<file path="src/rtl/p_wff_pkg.sv">
// Shared constants, helper function and scan-FSM state type for the p_wff core
// and its downstream consumers.
package p_wff_pkg;

  localparam int EX_WIDTH = 14;
  localparam int MF_WIDTH = 22;

  typedef enum logic [1:0] {
    IDLE,
    SCAN,
    DRAIN,
    DONE
  } flow_state_e;

  // Ceiling log2, never below 1 so a one-entry array still gets an address bit.
  function automatic int clog2(input int value);
    int result;
    int v;
    result = 0;
    v = value - 1;
    while (v > 0) begin
      result++;
      v = v >> 1;
    end
    return (result < 1) ? 1 : result;
  endfunction

endpackage

</file>
<file path="src/rtl/flow_acc_add.sv">
// Combinational accumulate step: adds a sign-extended excess word to the
// accumulator only when it is negative. Clamping is compiled in with SINK_FLOW_SAT_EN.
module flow_acc_add #(
  parameter int EX_WIDTH = p_wff_pkg::EX_WIDTH,
  parameter int MF_WIDTH = p_wff_pkg::MF_WIDTH
) (
  input  logic [MF_WIDTH-1:0] acc,
  input  logic [EX_WIDTH-1:0] data,
  output logic [MF_WIDTH-1:0] sum,
  output logic                sat_hit
);

  logic                neg;
  logic [MF_WIDTH-1:0] data_sext;

  assign neg       = data[EX_WIDTH-1];
  assign data_sext = MF_WIDTH'($signed(data));

`ifdef SINK_FLOW_SAT_EN
  // Two guard bits: bit MF_WIDTH+1 flags a negative result, bit MF_WIDTH an overflow.
  logic [MF_WIDTH+1:0] wide;

  always_comb begin
    // NOTE: every output gets a default first so no path leaves it unassigned (no latch).
    sum     = acc;
    sat_hit = 1'b0;
    wide    = {2'b00, acc} + {{2{data_sext[MF_WIDTH-1]}}, data_sext};
    if (neg) begin
      if (wide[MF_WIDTH+1]) begin
        sum     = '0;
        sat_hit = 1'b1;
      end else if (wide[MF_WIDTH]) begin
        sum     = '1;
        sat_hit = 1'b1;
      end else begin
        sum = wide[MF_WIDTH-1:0];
      end
    end
  end
`else
  assign sum     = neg ? (acc + data_sext) : acc;
  assign sat_hit = 1'b0;
`endif

endmodule

</file>
<file path="src/rtl/sink_flow_accum.sv">
// Scans the sink-excess array after the core finishes and accumulates negative
// entries onto INIT_FLOW. Optional clamping: define SINK_FLOW_SAT_EN.
module sink_flow_accum
  import p_wff_pkg::*;
#(
  parameter int X          = 129,
  parameter int Y          = 129,
  parameter int EX_WIDTH   = p_wff_pkg::EX_WIDTH,
  parameter int MF_WIDTH   = p_wff_pkg::MF_WIDTH,
  parameter int INIT_FLOW  = 1971855,
  parameter int ADDR_WIDTH = p_wff_pkg::clog2(X * Y)
) (
  input  logic                  clk,
  input  logic                  rst,
  input  logic                  finish,
  output logic                  rd_en,
  output logic [ADDR_WIDTH-1:0] rd_addr,
  input  logic [EX_WIDTH-1:0]   rd_data,
  output logic [MF_WIDTH-1:0]   max_flow,
  output logic                  busy,
  output logic                  done,
  output logic                  sat
);

  localparam int                    XY        = X * Y;
  localparam logic [ADDR_WIDTH-1:0] LAST_ADDR = ADDR_WIDTH'(XY - 1);
  localparam logic [MF_WIDTH-1:0]   INIT_VAL  = MF_WIDTH'(INIT_FLOW);

  flow_state_e         state;
  logic                rd_pending;
  logic [MF_WIDTH-1:0] acc;
  logic [MF_WIDTH-1:0] acc_next;
  logic                sat_hit;
  logic                sat_q;

  flow_acc_add #(
    .EX_WIDTH(EX_WIDTH),
    .MF_WIDTH(MF_WIDTH)
  ) u_add (
    .acc    (acc),
    .data   (rd_data),
    .sum    (acc_next),
    .sat_hit(sat_hit)
  );

  // NOTE: sequential state uses non-blocking assignments only, so every register
  // sees pre-edge values regardless of statement order.
  always_ff @(posedge clk or posedge rst) begin
    if (rst) begin
      state      <= IDLE;
      rd_en      <= 1'b0;
      rd_addr    <= '0;
      rd_pending <= 1'b0;
      acc        <= INIT_VAL;
      sat_q      <= 1'b0;
      busy       <= 1'b0;
      done       <= 1'b0;
    end else begin
      // Data for a strobe arrives one cycle later; rd_pending marks that cycle.
      rd_pending <= rd_en;
      if (rd_pending) begin
        acc   <= acc_next;
        sat_q <= sat_q | sat_hit;
      end

      case (state)
        IDLE: begin
          if (finish) begin
            state   <= SCAN;
            rd_en   <= 1'b1;
            rd_addr <= '0;
            acc     <= INIT_VAL;
            sat_q   <= 1'b0;
            busy    <= 1'b1;
          end
        end
        SCAN: begin
          if (rd_addr == LAST_ADDR) begin
            state <= DRAIN;
            rd_en <= 1'b0;
          end else begin
            rd_addr <= rd_addr + ADDR_WIDTH'(1);
          end
        end
        DRAIN: begin
          // Leave only once the final in-flight read has been absorbed.
          if (!rd_pending) begin
            state <= DONE;
            busy  <= 1'b0;
            done  <= 1'b1;
          end
        end
        DONE: begin
          if (!finish) begin
            state <= IDLE;
            done  <= 1'b0;
          end
        end
        default: state <= IDLE;
      endcase
    end
  end

  assign max_flow = acc;
  assign sat      = sat_q;

endmodule

</file>
<file path="config.mk">
export PLATFORM = sky130hd
export DESIGN_NAME = sink_flow_accum
export DESIGN_NICKNAME = d
export VERILOG_FILES = /design/src/rtl/p_wff_pkg.sv /design/src/rtl/flow_acc_add.sv /design/src/rtl/sink_flow_accum.sv
export SDC_FILE = /design/constraint.sdc
export NUM_CORES = 1
export LEC_CHECK = 0
export BUFFER_PORTS_ARGS = -buffer_cell sky130_fd_sc_hd__buf_2
export CAP_MARGIN = 25
export CORE_ASPECT_RATIO = 1.1
export CORE_MARGIN = 3
export CORE_UTILIZATION = 55
export CTS_CLUSTER_DIAMETER = 120
export DETAILED_ROUTE_END_ITERATION = 16
export PLACE_DENSITY = 0.78
export SYNTH_ARGS = -nofsm -noshare
export SYNTH_HDL_FRONTEND = slang
export SYNTH_SLANG_ARGS = --single-unit
</file>
<file path="constraint.sdc">
create_clock -name clk -period 3.27 [get_ports clk]
set_input_delay 0.327 -clock clk [delete_from_list [all_inputs] [get_ports clk]]
set_output_delay 0.327 -clock clk [all_outputs]
set_load 0.02 [all_outputs]
</file>
==> results.md <==
- Setup repair after global routing left no endpoint under its margin.
- The number of clock sinks seen by CTS is 43.
- Entering global routing, the biggest net connects 28 pins.
- The setup clock skew after layout is 0.00550 ns.
- The final-report max-slew violation count is 0.
- Measured against its own limit, the worst slew margin works out to 0.454.
- In this run the power spent charging and discharging nets is between 1.5 and 2 mW.
- The signal on the critical path passes through ha_1, fa_1, a211oi_2, o211ai_1, and3_1, a221o_1, a221oi_2, xor2_1, o21ai_1.
- On the worst path, the slowest cell contributes a delay of 0.45 ns.
- The tightest min-delay check is of the in -> async type.
- For this run, the total global-route usage over all layers was measured as 0.225.
- The most critical setup path has its endpoint at max_flow[20].
- The die is 84.1 um tall.
- The via count of the first global-routing pass is 2,562.
- After synthesis the cells add up to between 3000 and 4000 um^2.
- Internal power comes to 1.74 mW.
- At the worst endpoint, the required time is 3.49 ns.
- The standard-cell row count is 27.
- After clock tree synthesis, the setup repair step added 0 buffers.
- Input and output buffers added on the ports amount to 56.
- The final weighted congestion in routability-driven placement is 0.971.
- The number of antenna repair diodes is 0.
- The area of the die is between 6000 and 7000 um^2.
- For this run, the leading register cell type out of synthesis is dfrtp_1.
- Of the total power, the share spent switching nets is 0.479.
- The average cell area after synthesis is between 8 and 9 um^2.
- The area of the placeable core is 5170 um^2.
- From synthesis to final layout, the design area changed by 14.7%.
- The sequential element share of the synthesized area is 0.358.
- The via count normalized by instance count is around 5.7.
- The number of nets in the final layout is between 400 and 500.
- The worst reg2reg path depth is 9.
- The final wirelength is 7030 um.
- The number of enable-type register cells in the synthesized netlist is 0.
- In this run the count of I/O pins placed on the die edge is 58.
- For this run, the number of Yosys warnings is 0.
- The synthesized instance count is 341.
- The effective utilization at floorplan is 0.589.
- The total of endpoints with negative setup slack in the final report is 0.
- The number of buffers on the longest clock path is 2.
- The number of failing hold endpoints at the final stage was 0.
- The reported max-cap violation count is 0.
- The critical path endpoint category is a flop.
- The maximum frequency from static timing analysis is 0.372 GHz.
- The worst setup path is launched from a flop.
- The post-layout instance area is 3490 um^2.
- The total of cells resized after clock tree synthesis is 0.
- After clock tree synthesis, the clock-pin slew on the worst setup and hold paths is 0.08 ns.
- For this design, the slowest cell found on the critical path is fa_1.
- The share of the clock period used by the worst path is 0.822.
- The number of levels the H-tree was split into is 2.
- The antenna violation net count after detailed routing is 0.
- For this run, design rule violations remaining after detail routing come to 0.
- From left edge to right edge, the die measures 77.0 um.
- The HPWL reported at the end of detailed placement is 5310 um.
- For this block, the via count after detailed routing is 2,659.
- The worst vdd rail ir drop is ~480 uV.
- The setup path with the least slack is of type reg -> reg.
- The shortest period the worst path allows is about 2.7 ns.
- The share of total power dissipated in the clock network is 0.101.
- The violation count after the first detailed-route iteration is 127.
- The number of antenna violations at the first check in global routing is 0.
- The fraction of layout cells with a size suffix above 1 is 0.214.
- The placed instances occupy a cell area of 3410 um^2.
- In this run the critical register-to-register path is launched from max_flow[0].
- The number of buffers inserted by hold repair at cts is 0.
- The combinational group share of total power is 0.613.
- The mean routed wirelength per cell is 15.0 um.
- The latest clock arrival within the worst-skew pair is just under 0.3 ns.
- The first global-routing pass estimated 11,900 um of wire.
- The leakage power summed over all cells is 1.69 nW.
- The share of synthesized flip-flops with an asynchronous set or reset is 1.00.
- The reg2reg setup slack is 0.58 ns.
- The kind of cell with the highest combined delay on the critical path is compound AO/OA/AOI/OAI gates.
- The timing startpoint of the critical path is max_flow[0].
- The slew at the pin closest to its max-slew limit is 0.817 ns.
- In this run, synthesis produced a sequential element count of 43.
- The first detailed-routing pass ran for 4 iterations.
- Buffers inserted during clock tree synthesis total 5.
- The endpoint identified for the worst register-to-register timing path is max_flow[20].
- TritonCTS built the clock tree.
- After routing, the total negative slack on setup checks comes to 0 ns.
- Data on the critical path arrives at its endpoint at 2.90 ns.
- The buffer cell driving the clock tree root is clkbuf_8.
- The number of library cell types mapped by synthesis is 51.
- The total congestion overflow after global routing is 0.
- The critical path runs through a total of 9 cells.
- The count of buffering cells on the critical path with inverters included is 0.
- Of the total power, registers draw 0.286.
- The post-synthesis net count is 387.
- In this run the worst path has a maximum fanout of 3.
- The power density over the cells is 955 nW/um^2.
- The run finished with clean final reports.
[final cells by class]
cell class | instances | area [um^2]
Multi-Input combinational cell | 275 | 1860
Fill cell | 431 | 1670
Sequential cell | 43 | 1090
Timing Repair Buffer | 60 | 330
Tap cell | 72 | 90.1
Clock buffer | 6 | 72.6
Inverter | 11 | 41.3
Clock inverter | 2 | 12.5
[worst reg2reg max path: cells and delay by family (launching register included)]
family / cells / cell delay [ns]
AO/OA/AOI/OAI: 5 / 1.18
XOR/XNOR: 1 / 0.17
adder cells (fa/ha/maj): 2 / 0.65
flip-flops: 1 / 0.39
AND/OR/NAND/NOR: 1 / 0.22
[layer usage]
metal  part of all wire  routed length (um)  up-vias  GRT usage
li1                   -                   -     1326          -
met1               0.48                3340     1270      0.297
met2               0.46                3260       54      0.372
met3              0.048                 339        9     0.0410
met4              0.013                  91        0     0.0708
met5                  0                   0        -          0
[registers in the layout (all words and copies together), names as in the netlist]
signal	cells
rd_en	1
state	2
max_flow	22
done	1
busy	1
rd_addr	15
rd_pending	1
[cells in the mapped netlist (4+ instances only)]
cell,number,area [um^2]
a21o_1,10,75.1
a21oi_1,30,150
and2_1,4,25.0
and3_1,6,37.5
clkbuf_1,9,33.8
dfrtp_1,31,776
dfstp_2,12,315
ha_1,28,350
inv_1,11,41.3
nand2_1,39,146
nand2b_1,6,37.5
nand3_1,10,50.1
nor2_1,26,97.6
nor2b_1,5,31.3
o211ai_1,9,67.6
o21ai_0,15,75.1
o21ai_1,13,65.1
o31ai_1,4,30.0
xnor2_1,10,87.6
xor2_1,19,166
[stage by stage]
| stage | setup slack [ns] | hold WS [ns] | utilization | std cells | power [mW] |
|---|---|---|---|---|---|
| after CTS | 0.595 | 0.129 | 0.676 | 469 | 3.35 |
| after global placement | 0.609 | 0.420 | 0.654 | 460 | 2.95 |
| after floorplan | 0.760 | 0.506 | - | 341 | 2.50 |
| after detailed placement | 0.529 | 0.425 | 0.660 | 461 | 3.00 |
| final | 0.583 | 0.114 | 0.676 | 469 | 3.34 |
| after global routing | 0.435 | 0.151 | 0.676 | 469 | 3.64 |
[power groups by stage]
stage / combinational [mW] / sequential (mW) / clock, mW
final: 2.05 / 0.956 / 0.336
after global routing: 2.28 / 0.988 / 0.372
after CTS: 2.05 / 0.956 / 0.345
after detailed placement: 2.04 / 0.962 / 0
after global placement: 2.00 / 0.950 / 0
after floorplan: 1.37 / 1.13 / 0
[cells in the final DEF (no fill, tap or decap), types with 11 or more instances in the layout]
| master | instances |
|---|---|
| o21ai_1 | 13 |
| nor2_1 | 26 |
| dfrtp_1 | 31 |
| xor2_1 | 19 |
| dfstp_2 | 12 |
| o21ai_0 | 15 |
| nand2_1 | 39 |
| buf_2 | 56 |
| inv_1 | 11 |
| ha_1 | 28 |
| a21oi_1 | 30 |
[how the worst min path moves through the flow]
stage	slack, ns	from	to
6_report	0.11	rst	max_flow[11]
5_1_grt	0.15	rst	max_flow[8]
4_1_cts	0.13	rst	max_flow[4]
3_5_place_dp	0.42	rd_en	rd_pending
3_3_place_gp	0.42	rd_en	rd_pending
2_1_floorplan	0.51	rd_data[13]	max_flow[16]
[cell families (layout without fill, tap and decap cells)]
| logic type | Yosys count | after routing | synth area share |
|---|---|---|---|
| compound gates | 101 | 101 | 0.214 |
| xor+xnor | 29 | 29 | 0.0834 |
| fa+ha+maj | 29 | 29 | 0.122 |
| buf+inv | 23 | 79 | 0.0324 |
| flops | 43 | 43 | 0.358 |
| mux | 1 | 1 | 0.00329 |
| other cells | 1 | 1 | 0.00123 |
| simple gates | 114 | 114 | 0.186 |
Note: power is estimated with default switching activity, not from simulation.
